$ cat src/rtl/pipe_stall_ctrl_pkg.sv
// Shared types and constants for the pipeline stall/flush controller.
//   pipe_state_t  : controller state encoding
//   stage_en_t    : per-stage register write enables (pc, if_id, ex_mem, mem_wb)
//   DEFAULT_MAX_WAIT : default watchdog limit in consecutive data-memory busy cycles
package pipe_stall_ctrl_pkg;

    typedef enum logic [1:0] {
        ST_IDLE     = 2'd0,
        ST_RUN      = 2'd1,
        ST_MEM_WAIT = 2'd2,
        ST_ERROR    = 2'd3
    } pipe_state_t;

    typedef struct packed {
        logic pc;
        logic if_id;
        logic ex_mem;
        logic mem_wb;
    } stage_en_t;

    localparam int DEFAULT_MAX_WAIT = 64;

    localparam stage_en_t STAGE_EN_NONE = '{pc: 1'b0, if_id: 1'b0, ex_mem: 1'b0, mem_wb: 1'b0};
    localparam stage_en_t STAGE_EN_ALL  = '{pc: 1'b1, if_id: 1'b1, ex_mem: 1'b1, mem_wb: 1'b1};

endpackage

$ cat src/rtl/pipe_stall_ctrl_watchdog.sv
// stall_watchdog: counts consecutive data-memory busy cycles and flags a hung
// memory.
// Ports:
//   clk_i   in  pipeline clock
//   rst_i   in  asynchronous reset, active-low
//   busy    in  a busy cycle that counts toward the limit
//   clear   in  restart the count (takes priority over busy)
//   expire  out this busy cycle is the MAX_WAIT-th consecutive one
module stall_watchdog #(
    parameter int MAX_WAIT = 64
) (
    input  logic clk_i,
    input  logic rst_i,
    input  logic busy,
    input  logic clear,
    output logic expire
);

    localparam int W = $clog2(MAX_WAIT) + 1;
    localparam logic [W-1:0] LIMIT = W'(MAX_WAIT - 1);
    localparam logic [W-1:0] CEIL  = W'(MAX_WAIT);

    logic [W-1:0] wait_cnt;

    // Holds at MAX_WAIT rather than wrapping, so a long busy run can never
    // slip back under the limit.
    always_ff @(posedge clk_i or negedge rst_i) begin
        if (!rst_i) begin
            wait_cnt <= '0;
        end else if (clear) begin
            wait_cnt <= '0;
        end else if (busy && (wait_cnt < CEIL)) begin
            wait_cnt <= wait_cnt + W'(1);
        end
    end

    // wait_cnt holds the number of earlier busy cycles, so reaching LIMIT
    // while still busy means this is the MAX_WAIT-th one.
    assign expire = busy && (wait_cnt == LIMIT);

endmodule

$ cat src/rtl/pipe_stall_ctrl.sv
// pipe_stall_ctrl: single owner of pipeline freeze policy for the five-stage
// pipeline. Converts hazard and data-memory requests into per-stage write
// enables, IF/ID flush and ID/EX bubble, with start-up sequencing and a
// hung-memory watchdog.
// Parameters:
//   MAX_WAIT  consecutive busy cycles before the watchdog fires
//   CNT_W     stall counter width
// Ports:
//   clk_i, rst_i (async, active-low)
//   start_i, load_use_i, dmem_busy_i, branch_taken_i   requests
//   pc_we_o, if_id_we_o, ex_mem_we_o, mem_wb_we_o       stage write enables
//   if_id_flush_o, id_ex_bubble_o                       NOP insertion
//   err_o                                               sticky watchdog error
//   stall_cnt_o                                         stall-cycle count
// Build option: PIPE_STALL_CNT_EN enables the saturating stall counter;
// without it stall_cnt_o is tied to zero.
//
// state       | meaning
// ------------+----------------------------------------------------------
// ST_IDLE     | frozen, waiting for start_i
// ST_RUN      | normal flow, enables decoded from hazard requests
// ST_MEM_WAIT | frozen on a multi-cycle data-memory access
// ST_ERROR    | watchdog fired, frozen until reset
module pipe_stall_ctrl
    import pipe_stall_ctrl_pkg::*;
#(
    parameter int MAX_WAIT = DEFAULT_MAX_WAIT,
    parameter int CNT_W    = 32
) (
    input  logic             clk_i,
    input  logic             rst_i,
    input  logic             start_i,
    input  logic             load_use_i,
    input  logic             dmem_busy_i,
    input  logic             branch_taken_i,
    output logic             pc_we_o,
    output logic             if_id_we_o,
    output logic             if_id_flush_o,
    output logic             id_ex_bubble_o,
    output logic             ex_mem_we_o,
    output logic             mem_wb_we_o,
    output logic             err_o,
    output logic [CNT_W-1:0] stall_cnt_o
);

    pipe_state_t state, state_nxt;
    stage_en_t   en;
    logic        flush;
    logic        bubble;
    logic        wd_busy;
    logic        wd_expire;

    // A RUN cycle with start_i low is treated as idle and does not count.
    assign wd_busy = dmem_busy_i &&
                     (((state == ST_RUN) && start_i) || (state == ST_MEM_WAIT));

    stall_watchdog #(
        .MAX_WAIT (MAX_WAIT)
    ) u_watchdog (
        .clk_i  (clk_i),
        .rst_i  (rst_i),
        .busy   (wd_busy),
        .clear  (!wd_busy),
        .expire (wd_expire)
    );

    always_ff @(posedge clk_i or negedge rst_i) begin
        if (!rst_i) begin
            state <= ST_IDLE;
        end else begin
            state <= state_nxt;
        end
    end

    always_comb begin
        state_nxt = state;
        en        = STAGE_EN_NONE;
        flush     = 1'b0;
        bubble    = 1'b0;

        case (state)
            ST_IDLE: begin
                if (start_i) begin
                    state_nxt = ST_RUN;
                end
            end

            ST_RUN: begin
                if (!start_i) begin
                    state_nxt = ST_IDLE;
                end else if (dmem_busy_i) begin
                    state_nxt = wd_expire ? ST_ERROR : ST_MEM_WAIT;
                end else if (load_use_i) begin
                    // ID is held and re-evaluated next cycle, so a
                    // simultaneous taken branch is deliberately dropped.
                    en     = '{pc: 1'b0, if_id: 1'b0, ex_mem: 1'b1, mem_wb: 1'b1};
                    bubble = 1'b1;
                end else begin
                    en    = STAGE_EN_ALL;
                    flush = branch_taken_i;
                end
            end

            ST_MEM_WAIT: begin
                if (dmem_busy_i) begin
                    if (wd_expire) begin
                        state_nxt = ST_ERROR;
                    end
                end else begin
                    // Completing access: release in the same cycle with the
                    // normal decode so no cycle is lost.
                    state_nxt = ST_RUN;
                    if (load_use_i) begin
                        en     = '{pc: 1'b0, if_id: 1'b0, ex_mem: 1'b1, mem_wb: 1'b1};
                        bubble = 1'b1;
                    end else begin
                        en    = STAGE_EN_ALL;
                        flush = branch_taken_i;
                    end
                end
            end

            ST_ERROR: begin
                state_nxt = ST_ERROR;
            end

            default: begin
                state_nxt = ST_IDLE;
            end
        endcase
    end

    assign pc_we_o        = en.pc;
    assign if_id_we_o     = en.if_id;
    assign ex_mem_we_o    = en.ex_mem;
    assign mem_wb_we_o    = en.mem_wb;
    assign if_id_flush_o  = flush;
    assign id_ex_bubble_o = bubble;
    assign err_o          = (state == ST_ERROR);

`ifdef PIPE_STALL_CNT_EN
    logic [CNT_W-1:0] stall_cnt;

    always_ff @(posedge clk_i or negedge rst_i) begin
        if (!rst_i) begin
            stall_cnt <= '0;
        end else if (((state == ST_RUN) || (state == ST_MEM_WAIT)) && !en.pc &&
                     (stall_cnt != {CNT_W{1'b1}})) begin
            stall_cnt <= stall_cnt + CNT_W'(1);
        end
    end

    assign stall_cnt_o = stall_cnt;
`else
    assign stall_cnt_o = '0;
`endif

endmodule
$ cat config.mk
export PLATFORM = sky130hd
export DESIGN_NAME = pipe_stall_ctrl
export DESIGN_NICKNAME = d
export VERILOG_FILES = /design/src/rtl/pipe_stall_ctrl_pkg.sv /design/src/rtl/pipe_stall_ctrl_watchdog.sv /design/src/rtl/pipe_stall_ctrl.sv
export SDC_FILE = /design/constraint.sdc
export NUM_CORES = 1
export LEC_CHECK = 0
export BUFFER_PORTS_ARGS = -buffer_cell sky130_fd_sc_hd__buf_2
export CORE_MARGIN = 2
export CORE_UTILIZATION = 40
export DETAILED_ROUTE_END_ITERATION = 7
export HOLD_SLACK_MARGIN = 0.06
export PLACE_DENSITY = 0.88
export SETUP_SLACK_MARGIN = 0.5
export SYNTH_ARGS = -nofsm -noshare
export SYNTH_HDL_FRONTEND = slang
export SYNTH_SLANG_ARGS = --single-unit
$ cat constraint.sdc
create_clock -name clk_i -period 1.7 [get_ports clk_i]
set_clock_uncertainty 0.2 [all_clocks]
set_input_delay 0.17 -clock clk_i [delete_from_list [all_inputs] [get_ports clk_i]]
set_output_delay 0.17 -clock clk_i [all_outputs]
set_load 0.01 [all_outputs]
==> results.md <==
* First-pass GRT wire length at 2210 um
* Synthesized area at 837 sq um
* Clock Tree Root: clkbuf_4
* Vias in the first global route at 526
* Rows at 16
* WL final at 1390 um
* Final setup violation count at 8
* CTS tree: yes
* Crit-path cells: inv_2 > ha_4 > nor3b_4 > and2b_2 > and2_4 > buf_6
* Total Power at 1.15 mW
* Max Used Layer: met4
* Crit path largest cell delay at 0.42 ns
* Initial antenna violation count at 0
* Final min period at 2.00 ns
* Clk buf depth at 2
* Remaining Overflow, GRT at 0
* Cell taking the most area after synthesis: buf_4
* Average wire per standard cell at 9.63 um
* Startpoint types: register
* Most common cell after layout, fill and taps aside: conb_1
* Met3 wire len at 93 um
* Hold Crit Class: primary input to asynchronous set/reset pin
* Status: finished with violations
* Design Area, Final at 1060 sq um
* Worst Path Buf+Inv at 2
* Largest net degree at the start of global routing at 10
* Vias/cell at 3.91
* M1 WL at 526 um
* Post-route antenna net violation count at 0
* Initial Util at 42.7%
* Most frequent cells in the layout: 32 x conb_1, 9 x nor2_1, 9 x buf_2, 9 x buf_6
* Final core occ at 54.3%
* Crit end category: output pin
* Setup ws final at -0.296 ns
* Register area share after synthesis at 26.9%
* Final-layout fill cell count at 183
* IO Count at 45
* Final HPWL DP at 1000 um
* Sink Count at 9
* Max Freq at 501 MHz
* Worst Path Max Fanout at 3
* Met2 routed WL at 750 um
* RSZ-0062 raised after global routing: yes
* Syn avg cell area at 9.41 sq um
* Layout cells sized above 1 at 42.7%
* Critical path's slowest cell: dfrtp_1
* Core area at 1960 sq um
* CP arrival at 1.63 ns
* Final setup TNS at -1.57 ns
* Final period util at 117%
* Placed instance area at 896 sq um
* Maxcap violations at 0
* Worst vdd ir at 0.552 mV
* Gr usage total at 11.9%
* LEAKAGE at 0.570 nW
* Die height at 49.7 um
* TritonRoute pass-1 iters at 3
* Post-synth top area share at 30.5%
* Pwr/cell area at 1080 nW/um^2
* Vias post-DR at 563
* Dpl ws at -0.0588 ns
* Slew Limit Fails at 0
* Failing checks: setup timing
* Cts bufs inserted at 3
* Die X at 49.7 um
* Nets@finish at 130
* Top delay family on crit path: simple AND/OR/NAND/NOR gates
* Critical path type: register to output pin
* # diodes at 0
* Post-Syn Instances at 89
* #FFs+latches synth at 9
* H-tree Lvls at 1
* CTS clk-pin slew, worst paths at 0.06 ns
* Gpl congestion at 0.780
* PortBufs at 12
* Synth warn at 0
* 1st-iter DRT viols at 7
* DR DRC count at 0
* Die footprint at 2470 sq um
* Worst skew pair latency at 0.26 ns
* Area delta synth->final at 27.2%
* Hold Fails Final Rpt at 0
* Crit path required time at 1.33 ns
* Post-synth cell types at 25
* Synth area leaders: buf_4 30%, dfrtp_1 27%, ha_1 9.0%
[cell usage after synthesis, drive strengths merged]
cell type / count
a21oi: 1
a31oi: 1
and2: 3
and2b: 2
and4b: 1
buf: 34
conb: 1
dfrtp: 9
ha: 6
inv: 3
mux2: 1
mux2i: 2
nand2: 2
nand3: 1
nand3b: 1
nand4b: 1
nor2: 10
nor3b: 2
o21ai: 1
o221ai: 1
or3: 1
xnor2: 2
xor2: 3
[logic make-up (layout without fill, tap and decap cells)]
| group | after synthesis | after routing | synth area share, % |
|---|---|---|---|
| buf+inv | 37 | 34 | 31.8 |
| simple gates | 24 | 24 | 18.7 |
| other cells | 1 | 32 | 0.448 |
| flops | 9 | 9 | 26.9 |
| mux | 3 | 3 | 4.18 |
| xor+xnor | 5 | 5 | 5.23 |
| compound gates | 4 | 4 | 3.74 |
| fa+ha+maj | 6 | 6 | 8.97 |
[repair_timing]
action	in CTS	in global routing
gates resized for setup	11	3
hold buffers	1	0
cloned	0	0
pin swaps	5	2
endpoints found under the hold margin	9	0
endpoints found under the setup margin	16	16
setup buffers	9	0
[per-layer routing]
| metal | track usage (%) | up-vias |
|---|---|---|
| met3 | 1.21 | 2 |
| met5 | 0 | - |
| met4 | 6.94 | 0 |
| met1 | 12.3 | 257 |
| met2 | 22.7 | 31 |
| li1 | - | 273 |
[path summary, 6_finish.rpt]
check	from	end	slack [ns]	cells past startpoint
worst max register to register	state[1]$_DFFE_PN0P_	state[0]$_DFFE_PN0P_	-0.22	8
worst max-delay path	state[0]$_DFFE_PN0P_	if_id_flush_o	-0.30	6
min in group clk_i	dmem_busy_i	state[0]$_DFFE_PN0P_	0.13	3
worst min-delay path	rst_i	u_watchdog.wait_cnt[0]$_DFFE_PN0P_	0.09	2
max in group asynchronous	rst_i	state[1]$_DFFE_PN0P_	1.01	2
worst min register to register	u_watchdog.wait_cnt[5]$_DFFE_PN0P_	u_watchdog.wait_cnt[5]$_DFFE_PN0P_	0.35	2
[state kept, by name, indices dropped and copies added, names as in the netlist]
register / cells
state: 2
u_watchdog.wait_cnt: 7
[area by class of cell]
| cell class | count | area [sq um] | share of cell area [%] |
|---|---|---|---|
| multi-input combinational | 74 | 551 | 51.7 |
| sequential | 9 | 226 | 21.3 |
| timing repair buffer | 27 | 216 | 20.3 |
| tap | 27 | 33.8 | 3.17 |
| clock buffer | 4 | 26.3 | 2.47 |
| inverter | 3 | 11.3 | 1.06 |
[power by group]
part / switching (mW) / internal, mW
logic: 0.309 / 0.401
registers: 0.0356 / 0.245
clock network: 0.0726 / 0.0903
[stage by stage]
stage / hold slack (ns) / cells
3_5_place_dp: -0.169 / 130
5_1_grt: 0.101 / 144
4_1_cts: 0.0892 / 144
3_3_place_gp: -0.176 / 130
6_report: 0.0899 / 144
2_1_floorplan: -0.326 / 120
[worst reg2reg max path, cell delays in order, from the launching register on]
cell	delay, ns
dfrtp_2	0.41
inv_2	0.09
buf_4	0.14
buf_6	0.11
buf_6	0.10
ha_2	0.16
or3_1	0.34
a31oi_1	0.15
mux2i_1	0.10
Note: power is estimated with default switching activity, not from simulation.
